===== src/rtl/spi_reg_bridge.sv =====
// SPI mode-0 target that turns {wr_rdn, addr} + data frames into register-bank requests.
// Define SPI_AUTOINC_EN to enable burst transfers with address auto-increment.
module spi_reg_bridge #(
    parameter int ADDR_W = 7,
    parameter int REG_W  = 8
) (
    input  logic              clk,
    input  logic              rstb,
    input  logic              ena,
    input  logic              spi_cs_n,
    input  logic              spi_sclk,
    input  logic              spi_mosi,
    output logic              spi_miso,
    output logic              wr_rdn,
    output logic [ADDR_W-1:0] addr,
    output logic [REG_W-1:0]  wdata,
    output logic              we,
    input  logic [REG_W-1:0]  rdata,
    input  logic              ack,
    input  logic              err,
    output logic              txn_err,
    output logic [2:0]        dbg_state_o
);
    localparam int SH_W  = (REG_W > 8) ? REG_W : 8;
    localparam int CNT_W = $clog2(SH_W) + 1;

    typedef enum logic [2:0] {IDLE, CMD, DATA, WRITE, DONE} state_t;

    state_t            state_q, state_d;
    logic [1:0]        cs_sync_q, sclk_sync_q, mosi_sync_q;
    logic              cs_prev_q, sclk_prev_q;
    logic [CNT_W-1:0]  cnt_q, cnt_d;
    logic [SH_W-2:0]   rx_q, rx_d;
    logic [REG_W-1:0]  tx_q, tx_d;
    logic              miso_q, miso_d;
    logic              load_q, load_d;
    logic              cs_abort_q, cs_abort_d;
    logic              wr_rdn_q, wr_rdn_d;
    logic [ADDR_W-1:0] addr_q, addr_d;
    logic [REG_W-1:0]  wdata_q, wdata_d;
    logic              we_q, we_d;
    logic              txn_err_q, txn_err_d;

    logic              cs_s, sclk_s, mosi_s;
    logic              cs_fall, cs_rise, sclk_rise, sclk_fall;
    logic [SH_W-1:0]   new_sh;

    assign cs_s      = cs_sync_q[1];
    assign sclk_s    = sclk_sync_q[1];
    assign mosi_s    = mosi_sync_q[1];
    assign cs_fall   = cs_prev_q & ~cs_s;
    assign cs_rise   = ~cs_prev_q & cs_s;
    assign sclk_rise = ~sclk_prev_q & sclk_s;
    assign sclk_fall = sclk_prev_q & ~sclk_s;
    assign new_sh    = {rx_q, mosi_s};

    // cs_n synchronizer resets high so reset never looks like a frame start
    always_ff @(posedge clk or negedge rstb) begin
        if (!rstb) begin
            cs_sync_q   <= 2'b11;
            sclk_sync_q <= 2'b00;
            mosi_sync_q <= 2'b00;
            cs_prev_q   <= 1'b1;
            sclk_prev_q <= 1'b0;
        end else begin
            cs_sync_q   <= {cs_sync_q[0], spi_cs_n};
            sclk_sync_q <= {sclk_sync_q[0], spi_sclk};
            mosi_sync_q <= {mosi_sync_q[0], spi_mosi};
            cs_prev_q   <= cs_s;
            sclk_prev_q <= sclk_s;
        end
    end

    always_ff @(posedge clk or negedge rstb) begin
        if (!rstb) begin
            state_q    <= IDLE;
            cnt_q      <= '0;
            rx_q       <= '0;
            tx_q       <= '0;
            miso_q     <= 1'b0;
            load_q     <= 1'b0;
            cs_abort_q <= 1'b0;
            wr_rdn_q   <= 1'b0;
            addr_q     <= '0;
            wdata_q    <= '0;
            we_q       <= 1'b0;
            txn_err_q  <= 1'b0;
        end else begin
            state_q    <= state_d;
            cnt_q      <= cnt_d;
            rx_q       <= rx_d;
            tx_q       <= tx_d;
            miso_q     <= miso_d;
            load_q     <= load_d;
            cs_abort_q <= cs_abort_d;
            wr_rdn_q   <= wr_rdn_d;
            addr_q     <= addr_d;
            wdata_q    <= wdata_d;
            we_q       <= we_d;
            txn_err_q  <= txn_err_d;
        end
    end

    always_comb begin
        state_d    = state_q;
        cnt_d      = cnt_q;
        rx_d       = rx_q;
        tx_d       = tx_q;
        miso_d     = miso_q;
        load_d     = 1'b0;
        cs_abort_d = cs_abort_q;
        wr_rdn_d   = wr_rdn_q;
        addr_d     = addr_q;
        wdata_d    = wdata_q;
        we_d       = we_q;
        txn_err_d  = 1'b0;

        // rdata reflects the freshly registered addr one cycle after it changes
        if (load_q) begin
            tx_d   = rdata;
            miso_d = 1'b0;
        end

        if (!ena) begin
            state_d    = IDLE;
            we_d       = 1'b0;
            miso_d     = 1'b0;
            cs_abort_d = 1'b0;
        end else begin
            case (state_q)
                IDLE: begin
                    if (cs_fall) begin
                        state_d = CMD;
                        cnt_d   = '0;
                    end
                end
                CMD: begin
                    if (cs_rise) begin
                        state_d = IDLE;
                    end else if (sclk_rise) begin
                        rx_d  = new_sh[SH_W-2:0];
                        cnt_d = cnt_q + CNT_W'(1);
                        if (cnt_q == CNT_W'(7)) begin
                            wr_rdn_d = new_sh[ADDR_W];
                            addr_d   = new_sh[ADDR_W-1:0];
                            cnt_d    = '0;
                            load_d   = ~new_sh[ADDR_W];
                            miso_d   = 1'b0;
                            state_d  = DATA;
                        end
                    end
                end
                DATA: begin
                    if (cs_rise) begin
                        state_d = IDLE;
                    end else if (sclk_rise) begin
                        rx_d  = new_sh[SH_W-2:0];
                        cnt_d = cnt_q + CNT_W'(1);
                        if (cnt_q == CNT_W'(REG_W - 1)) begin
                            cnt_d = '0;
                            if (wr_rdn_q) begin
                                wdata_d = new_sh[REG_W-1:0];
                                we_d    = 1'b1;
                                state_d = WRITE;
                            end else begin
`ifdef SPI_AUTOINC_EN
                                addr_d = addr_q + ADDR_W'(1);
                                load_d = 1'b1;
`else
                                state_d = DONE;
`endif
                            end
                        end
                    end else if (sclk_fall && !wr_rdn_q) begin
                        miso_d = tx_q[REG_W-1];
                        tx_d   = {tx_q[REG_W-2:0], 1'b0};
                    end
                end
                WRITE: begin
                    if (cs_rise) cs_abort_d = 1'b1;
                    if (we_q && ack) begin
                        we_d       = 1'b0;
                        txn_err_d  = err;
                        cs_abort_d = 1'b0;
                        if (cs_abort_q || cs_rise || cs_s) begin
                            state_d = IDLE;
                        end else begin
`ifdef SPI_AUTOINC_EN
                            addr_d  = addr_q + ADDR_W'(1);
                            state_d = DATA;
`else
                            state_d = DONE;
`endif
                        end
                    end
                end
                DONE: begin
                    if (cs_rise) state_d = IDLE;
                end
                default: state_d = IDLE;
            endcase
        end
    end

    assign spi_miso    = miso_q & (state_q == DATA) & ~cs_s;
    assign wr_rdn      = wr_rdn_q;
    assign addr        = addr_q;
    assign wdata       = wdata_q;
    assign we          = we_q;
    assign txn_err     = txn_err_q;
    assign dbg_state_o = state_q;
endmodule


===== config.mk =====
export PLATFORM = sky130hd
export DESIGN_NAME = spi_reg_bridge
export DESIGN_NICKNAME = d
export VERILOG_FILES = /design/src/rtl/spi_reg_bridge.sv
export SDC_FILE = /design/constraint.sdc
export NUM_CORES = 1
export LEC_CHECK = 0
export ABC_CLOCK_PERIOD_IN_PS = 5100
export CORE_ASPECT_RATIO = 0.5
export CORE_MARGIN = 1
export CORE_UTILIZATION = 35
export CTS_CLUSTER_SIZE = 8
export DETAILED_ROUTE_END_ITERATION = 7
export GPL_TIMING_DRIVEN = 0
export RECOVER_POWER = 25
export SLEW_MARGIN = 40
export SYNTH_ARGS = -nofsm -noshare
export SYNTH_HDL_FRONTEND = slang
export SYNTH_SLANG_ARGS = --single-unit

===== constraint.sdc =====
create_clock -name clk -period 5.1 [get_ports clk]
set_input_delay 1.02 -clock clk [delete_from_list [all_inputs] [get_ports clk]]
set_output_delay 1.02 -clock clk [all_outputs]
set_load 0.01 [all_outputs]

==> impl_results.md, run 1 <==
- Slowest-stage cell, CP: clkbuf_1
- Die Y: 58.8 µm
- Drt wl/cell: 13.7 µm
- Synthesis-to-finish area growth: 28.7%
- F_max: 0.327 GHz
- Synth area leader: dfrtp_1
- Critical R2R Capture: wdata[1]
- CTS root buf: clkbuf_16
- Clk slew on worst S/H paths: 0.07 ns
- CTS tree: done
- CP Buf/Inv Count: 2
- Primary FF master, synth: dfrtp_1
- WP data arrival: 3.04 ns
- Final std cell area, no fill: 0.00291 mm²
- Core ar.: 0.00616 mm²
- Seq cells post-synth: 51
- Total grt overflow: 0
- Syn_area_per_cell: 12.1 µm²
- I/O Buffers: 37
- Setup bufs post-CTS: 0
- Largest net degree at the start of global routing: 41
- Setup crit end kind: asynchronous set/reset pin
- Mux cell area share after synthesis: 0.154
- Post-synth EDFFs: 0
- DRT antenna net count: 0
- FILL cells: 583
- DIE WIDTH: 116 µm
- Leak: 0.00128 µW
- Resized cells post-CTS: 0
- Post-synth top area share: 0.531
- Antenna diodes: 0
- Worst slew pin tran: 2.07 ns
- Antenna violations before repair: 0
- Share of layout cells above drive strength 1: 0.185
- Final Hold Viols: 0
- Register area share after synthesis: 0.566
- Worst EP required: 5.08 ns
- Hold Path End: mosi_sync_q[1]
- Hold/Removal Path Class: reg2reg
- Synth top area cells: dfrtp_1, mux2_2, mux2i_1
- Total die area: 0.00680 mm²
- Vias in the first global route: 1541
- Yosys cell types: 44
- Synth Cell Area: 0.00226 mm²
- Final Wtd Congestion: 0.843
- IO Pins: 38
- Layout Nets: 249
- Critical path, cell by cell: clkbuf_1, clkbuf_1
- First-pass GRT wire length: 7.45 mm
- Min Hold Slack: 0.356 ns
- Hold Path Cell Cnt: 0
- H-Tree Depth: 2
- Slew HR: -0.383
- Tot Pwr: 1150 µW
- CP max stage delay: 1.54 ns
- Final period util: 0.600
- Final Skew: 0.00603 ns
- Most numerous cell in the Yosys netlist: dfrtp_1
- Max Slew Vio Count: 41
- Simple-Gate Fraction of Synth Area: 0.157
- Total GRT Usage: 0.141
- Worst Hold Launch: mosi_sync_q[0]
- Finish-stage setup viols: 0
- CP top delay family: buffers and inverters
- CP dominant cell by count: clkbuf_1
- Drt total wl: 4.39 mm
- CTS Buf Count: 5
- Post-synth ARST share: 1.00
- Multi-input gate area: 937 µm²
- Setup CP Type: in2async
- Max_cap viols: 1
- Clk Latency, worst-skew pair: 0.29 ns
- Max clock buf depth: 2
- Site row count: 20
- Synth Area in Compound Gates: 0.0941
- Fraction of synthesized cell area in xor and xnor cells: 0.00387
- Clock sink count: 51
- Worst setup SP type: input port
- Starting density of the core: 0.367
- Yosys warns: 0
- Largest family of logic cells by synthesized area: simple AND/OR/NAND/NOR gates
- Synthesized instance count: 187
- Iter 0 DRT Violations: 59
- CP Max Fanout: 40
- CTS Hold Bufs: 0
- Unrepaired setup endpoints after global routing: false
- Register area: 0.00128 mm²
- Vias/cell: 5.00
- Failing checks: capacitance limit, slew limit
- HPWL Detailed: 3.13 mm
- Reg2reg start: cs_prev_q
- Post-Syn Nets: 204
- DRC violations left: 0
- Pwr/cell area: 396 mW/mm²
- Cells on worst reg2reg path: 5
- VDD IR max: 0.214 mV
- Tmin final: 3.06 ns
- Commonest cells post-synth: dfrtp_1, mux2_2, nor2_1
- Placement Setup Slack: 1.80 ns
- Final WS setup: 2.04 ns
- Status: finished, violations left
- TritonRoute pass-1 iters: 4
- Setup TNS: 0 ns
- Routed vias: 1606
- Placement Cell Area: 0.00276 mm²
- R2R Setup Slk: 2.92 ns
- Adder-cell share of the synthesized area: 0.00553
worst max path at each step:
stage / from / endpoint / slack, ns / cells past startpoint
finish: rstb / dbg_state_o[2] / 2.04 / 2
global placement: rstb / mosi_sync_q[0] / 1.60 / 1
detailed placement: ena / wdata[1] / 1.80 / 6
CTS: dbg_state_o[0] / spi_miso / 2.02 / 4
floorplan: dbg_state_o[0] / spi_miso / 2.76 / 3
global route: rstb / dbg_state_o[2] / 1.53 / 2
sequential cells by signal (all words and copies together), names as in the netlist:
signal       cells
tx_q             8
wdata            8
addr             7
rx_q             7
cnt_q            4
dbg_state_o      3
cs_sync_q        2
mosi_sync_q      2
sclk_sync_q      2
cs_abort_q       1
cs_prev_q        1
load_q           1
miso_q           1
sclk_prev_q      1
txn_err          1
we               1
wr_rdn           1
kinds of logic after synthesis:
logic type	after synthesis
AOI/OAI and AO/OA	30
xor gates and xnor gates	1
adders and majority gates	1
buffers and inverters	10
DFF	51
muxes	32
and+or+nand+nor	62
routing by layer:
layer  track usage  vias to the layer above  share of wire
met5             0                        -              0
li1              -                      774              -
met4        0.0330                        0         0.0071
met3        0.0360                        5          0.042
met1         0.193                      797           0.50
met2         0.227                       30           0.45
final cells by class:
class                      count  area share
sequential                    51       0.440
multi-input combinational    126       0.322
inverter                       3     0.00387
tap                           88      0.0378
clock inverter                 3      0.0159
clock buffer                   5      0.0430
timing repair buffer          38       0.126
buffer                         7      0.0112
cell usage in the layout, fill, tap and decap left out, types with 2 or more instances in the layout:
cell and n:
nand2b_1 6, mux2i_1 9, clkbuf_16 5, nor2_1 16, o31ai_1 2, buf_2 2, a21oi_1 10, a31oi_1 2
nand2_1 10, nor4_1 3, clkbuf_1 6, nor2b_1 3, o21ai_0 2, a31o_2 2, clkdlybuf4s50_1 36, dfstp_2 2
dfrtp_1 48, nand3_1 7, nand3b_1 3, inv_1 2, nor3_1 6, mux2_2 22, a22o_1 2
power by group:
group	leakage, µW	switching [µW]	total, µW	internal [µW]
clock	0.0000804	150	383	233
combinational	0.000521	150	276	126
sequential	0.000678	36.9	493	456
through the flow:
stage,utilization,instances
floorplan,-,187
global placement,0.445,312
detailed placement,0.448,313
CTS,0.476,321
global route,0.473,321
finish,0.473,321
Note: power is estimated with default switching activity, not from simulation.
==> run 2: changes to the inputs <==
--- a/config.mk
+++ b/config.mk
@@ -5,7 +5,7 @@
 export SDC_FILE = /design/constraint.sdc
 export NUM_CORES = 1
 export LEC_CHECK = 0
-export ABC_CLOCK_PERIOD_IN_PS = 5100
+export ABC_CLOCK_PERIOD_IN_PS = 2800
 export CORE_ASPECT_RATIO = 0.5
 export CORE_MARGIN = 1
 export CORE_UTILIZATION = 35
==> constraint.sdc (replaced) <==
create_clock -name clk -period 2.8 [get_ports clk]
set_input_delay 0.56 -clock clk [delete_from_list [all_inputs] [get_ports clk]]
set_output_delay 0.56 -clock clk [all_outputs]
set_load 0.01 [all_outputs]
==> run 2 against run 1 <==
  * The run now ends clean
  * Register-to-register slack lost 2.3 ns
  * Sequential share of layout area about the same
  * Clock-buffer cell count did not move
  * Setup slack worse by 1.8 ns
  * Critical path depth up 2
  * Critical endpoint is now spi_miso
  * Largest cell class unchanged
==> impl_results.md, run 2 (synthesis results as in run 1) <==
- Setup TNS: 0 ns (unchanged)
- Psw: 614 µW (was 337 µW)
- Setup crit end kind: output pin (was asynchronous set/reset pin)
- Hold/Removal Path Class: in2async (was reg2reg)
- Max clock buf depth: 2 (unchanged)
- Share of layout cells above drive strength 1: 0.193 (was 0.185)
- Worst slew pin tran: 0.962 ns (was 2.07 ns)
- Total GRT Usage: 0.141 (unchanged)
- Vias/cell: 5.00 (unchanged)
- Clock sink count: 51 (unchanged)
- Die Y: 58.8 µm (unchanged)
- Drt total wl: 4.39 mm (about the same)
- Site row count: 20 (unchanged)
- Seq pwr share: 0.428 (about the same)
- Max_cap viols: 0 (was 1)
- Worst setup SP type: flip-flop (was input port)
- Tot Pwr: 2100 µW (was 1150 µW)
- Switching part of the total: 0.292 (about the same)
- Max Slew Vio Count: 0 (was 41)
- Iter 0 DRT Violations: 59 (unchanged)
- DIE WIDTH: 116 µm (unchanged)
- Setup CP Type: reg2out (was in2async)
- HPWL Detailed: 3.13 mm (unchanged)
- CTS Hold Bufs: 0 (unchanged)
- Layout Nets: 249 (unchanged)
- Final Skew: 0.00601 ns (was 0.00603 ns)
- Starting density of the core: 0.367 (unchanged)
- Placement Cell Area: 0.00276 mm² (unchanged)
- IO Pins: 38 (unchanged)
- Antenna violations before repair: 0 (unchanged)
- FILL cells: 583 (unchanged)
- DRC violations left: 0 (unchanged)
- Drt wl/cell: 13.7 µm (about the same)
- Placed insts: 313 (unchanged)
- Core ar.: 0.00616 mm² (unchanged)
- Final Wtd Congestion: 0.843 (unchanged)
- Most common cell after layout, fill and taps aside: dfrtp_1 (unchanged)
- Tmin final: 2.60 ns
- Slew HR: 0.359 (was -0.383)
- Proportion of power drawn by the clock network: 0.333 (about the same)
- Status: finished, final reports clean (was finished, violations left)
- Logic pwr share: 0.240 (about the same)
- Setup bufs post-CTS: 0 (unchanged)
- WP data arrival: 2.04 ns (was 3.04 ns)
- Vias in the first global route: 1541 (unchanged)
- Unrepaired setup endpoints after global routing: false (unchanged)
- Leak: 0.00128 µW (about the same)
- Final std cell area, no fill: 0.00291 mm² (about the same)
- P_int: 1490 µW (was 816 µW)
- VDD IR max: 0.390 mV (was 0.214 mV)
- Final period util: 0.928
- First-pass GRT wire length: 7.45 mm (unchanged)
- F_max: 0.385 GHz
- TritonRoute pass-1 iters: 4 (unchanged)
- Worst EP required: 2.24 ns (was 5.08 ns)
- Resized cells post-CTS: 0 (unchanged)
- Finish-stage setup viols: 0 (unchanged)
- Layout Cells excl Fill: 321 (unchanged)
- CTS Buf Count: 5 (unchanged)
- Clk slew on worst S/H paths: 0.07 ns (about the same)
- CTS root buf: clkbuf_16 (unchanged)
- CTS tree: done (unchanged)
- Pwr/cell area: 721 mW/mm² (was 396 mW/mm²)
- Antenna diodes: 0 (unchanged)
- Placement Setup Slack: -0.0445 ns (was 1.80 ns)
- Commonest non-fill, non-tap cells in the layout: dfrtp_1, clkdlybuf4s50_1, mux2_2 (unchanged)
- Total grt overflow: 0 (unchanged)
- Synthesis-to-finish area growth: 28.8% (was 28.7%)
- Final WS setup: 0.202 ns (was 2.04 ns)
- Routed vias: 1606 (unchanged)
- H-Tree Depth: 2 (unchanged)
- I/O Buffers: 37 (unchanged)
- Final Hold Viols: 0 (unchanged)
- DRT antenna net count: 0 (unchanged)
- CP Max Fanout: 7 (was 40)
- Clk Latency, worst-skew pair: 0.29 ns (about the same)
- Largest net degree at the start of global routing: 41 (unchanged)
- Total die area: 0.00680 mm² (unchanged)
[run 2: cell counts in the layout (fill, tap and decap cells not counted)]
No cell type changed its count.
[run 2: final timing paths]
| check | from | to | slack, ns | depth (start not counted) |
|---|---|---|---|---|
| max in group asynchronous | rstb | dbg_state_o[2] | 1.19 | 2 |
| max reg2reg | cs_prev_q | wdata[1] | 0.62 | 5 |
| min reg2reg | mosi_sync_q[0] | mosi_sync_q[1] | 0.36 | 0 |
| min | rstb | txn_err | 0.26 | 1 |
| min in group clk | mosi_sync_q[0] | mosi_sync_q[1] | 0.36 | 0 |
| max | dbg_state_o[0] | spi_miso | 0.20 | 4 |
[run 2: final cells by class]
type	count	area, µm²	share of cell area
Tap cell	88	110	0.0378
Sequential cell	51	1280	0.440
Clock inverter	3	46.3	0.0159
Clock buffer	5	125	0.0430
Timing Repair Buffer	38	369	0.127
Inverter	3	11.3	0.00387
Buffer	7	32.5	0.0112
Multi-Input combinational cell	126	937	0.322
[run 2: critical path, stage by stage (launching register included)]
cell and delay (ns):
dfrtp_1 0.38, buf_2 0.16, or3b_4 0.43, nor3b_1 0.21
clkdlybuf4s50_1 0.56
[run 2: stage by stage]
stage / util / hold slack [ns]
global placement: 0.445 / 0.336
detailed placement: 0.448 / 0.336
finish: 0.473 / 0.256
CTS: 0.476 / 0.108
global route: 0.473 / 0.307
floorplan: - / 0.264
[run 2: power groups by stage]
stage	sequential (µW)	clock [µW]	combinational, µW
after floorplan	899	0	359
after global placement	905	0	487
after detailed placement	912	0	506
after CTS	899	714	509
after global routing	913	745	562
final	898	698	503
[run 2: metal layers]
metal | GRT usage | vias to the layer above | wire length [µm]
met5 | 0 | - | 0
met1 | 0.193 | 797 | 2200
met3 | 0.0360 | 5 | 184
met4 | 0.0330 | 0 | 31
met2 | 0.227 | 30 | 1970
li1 | - | 774 | -
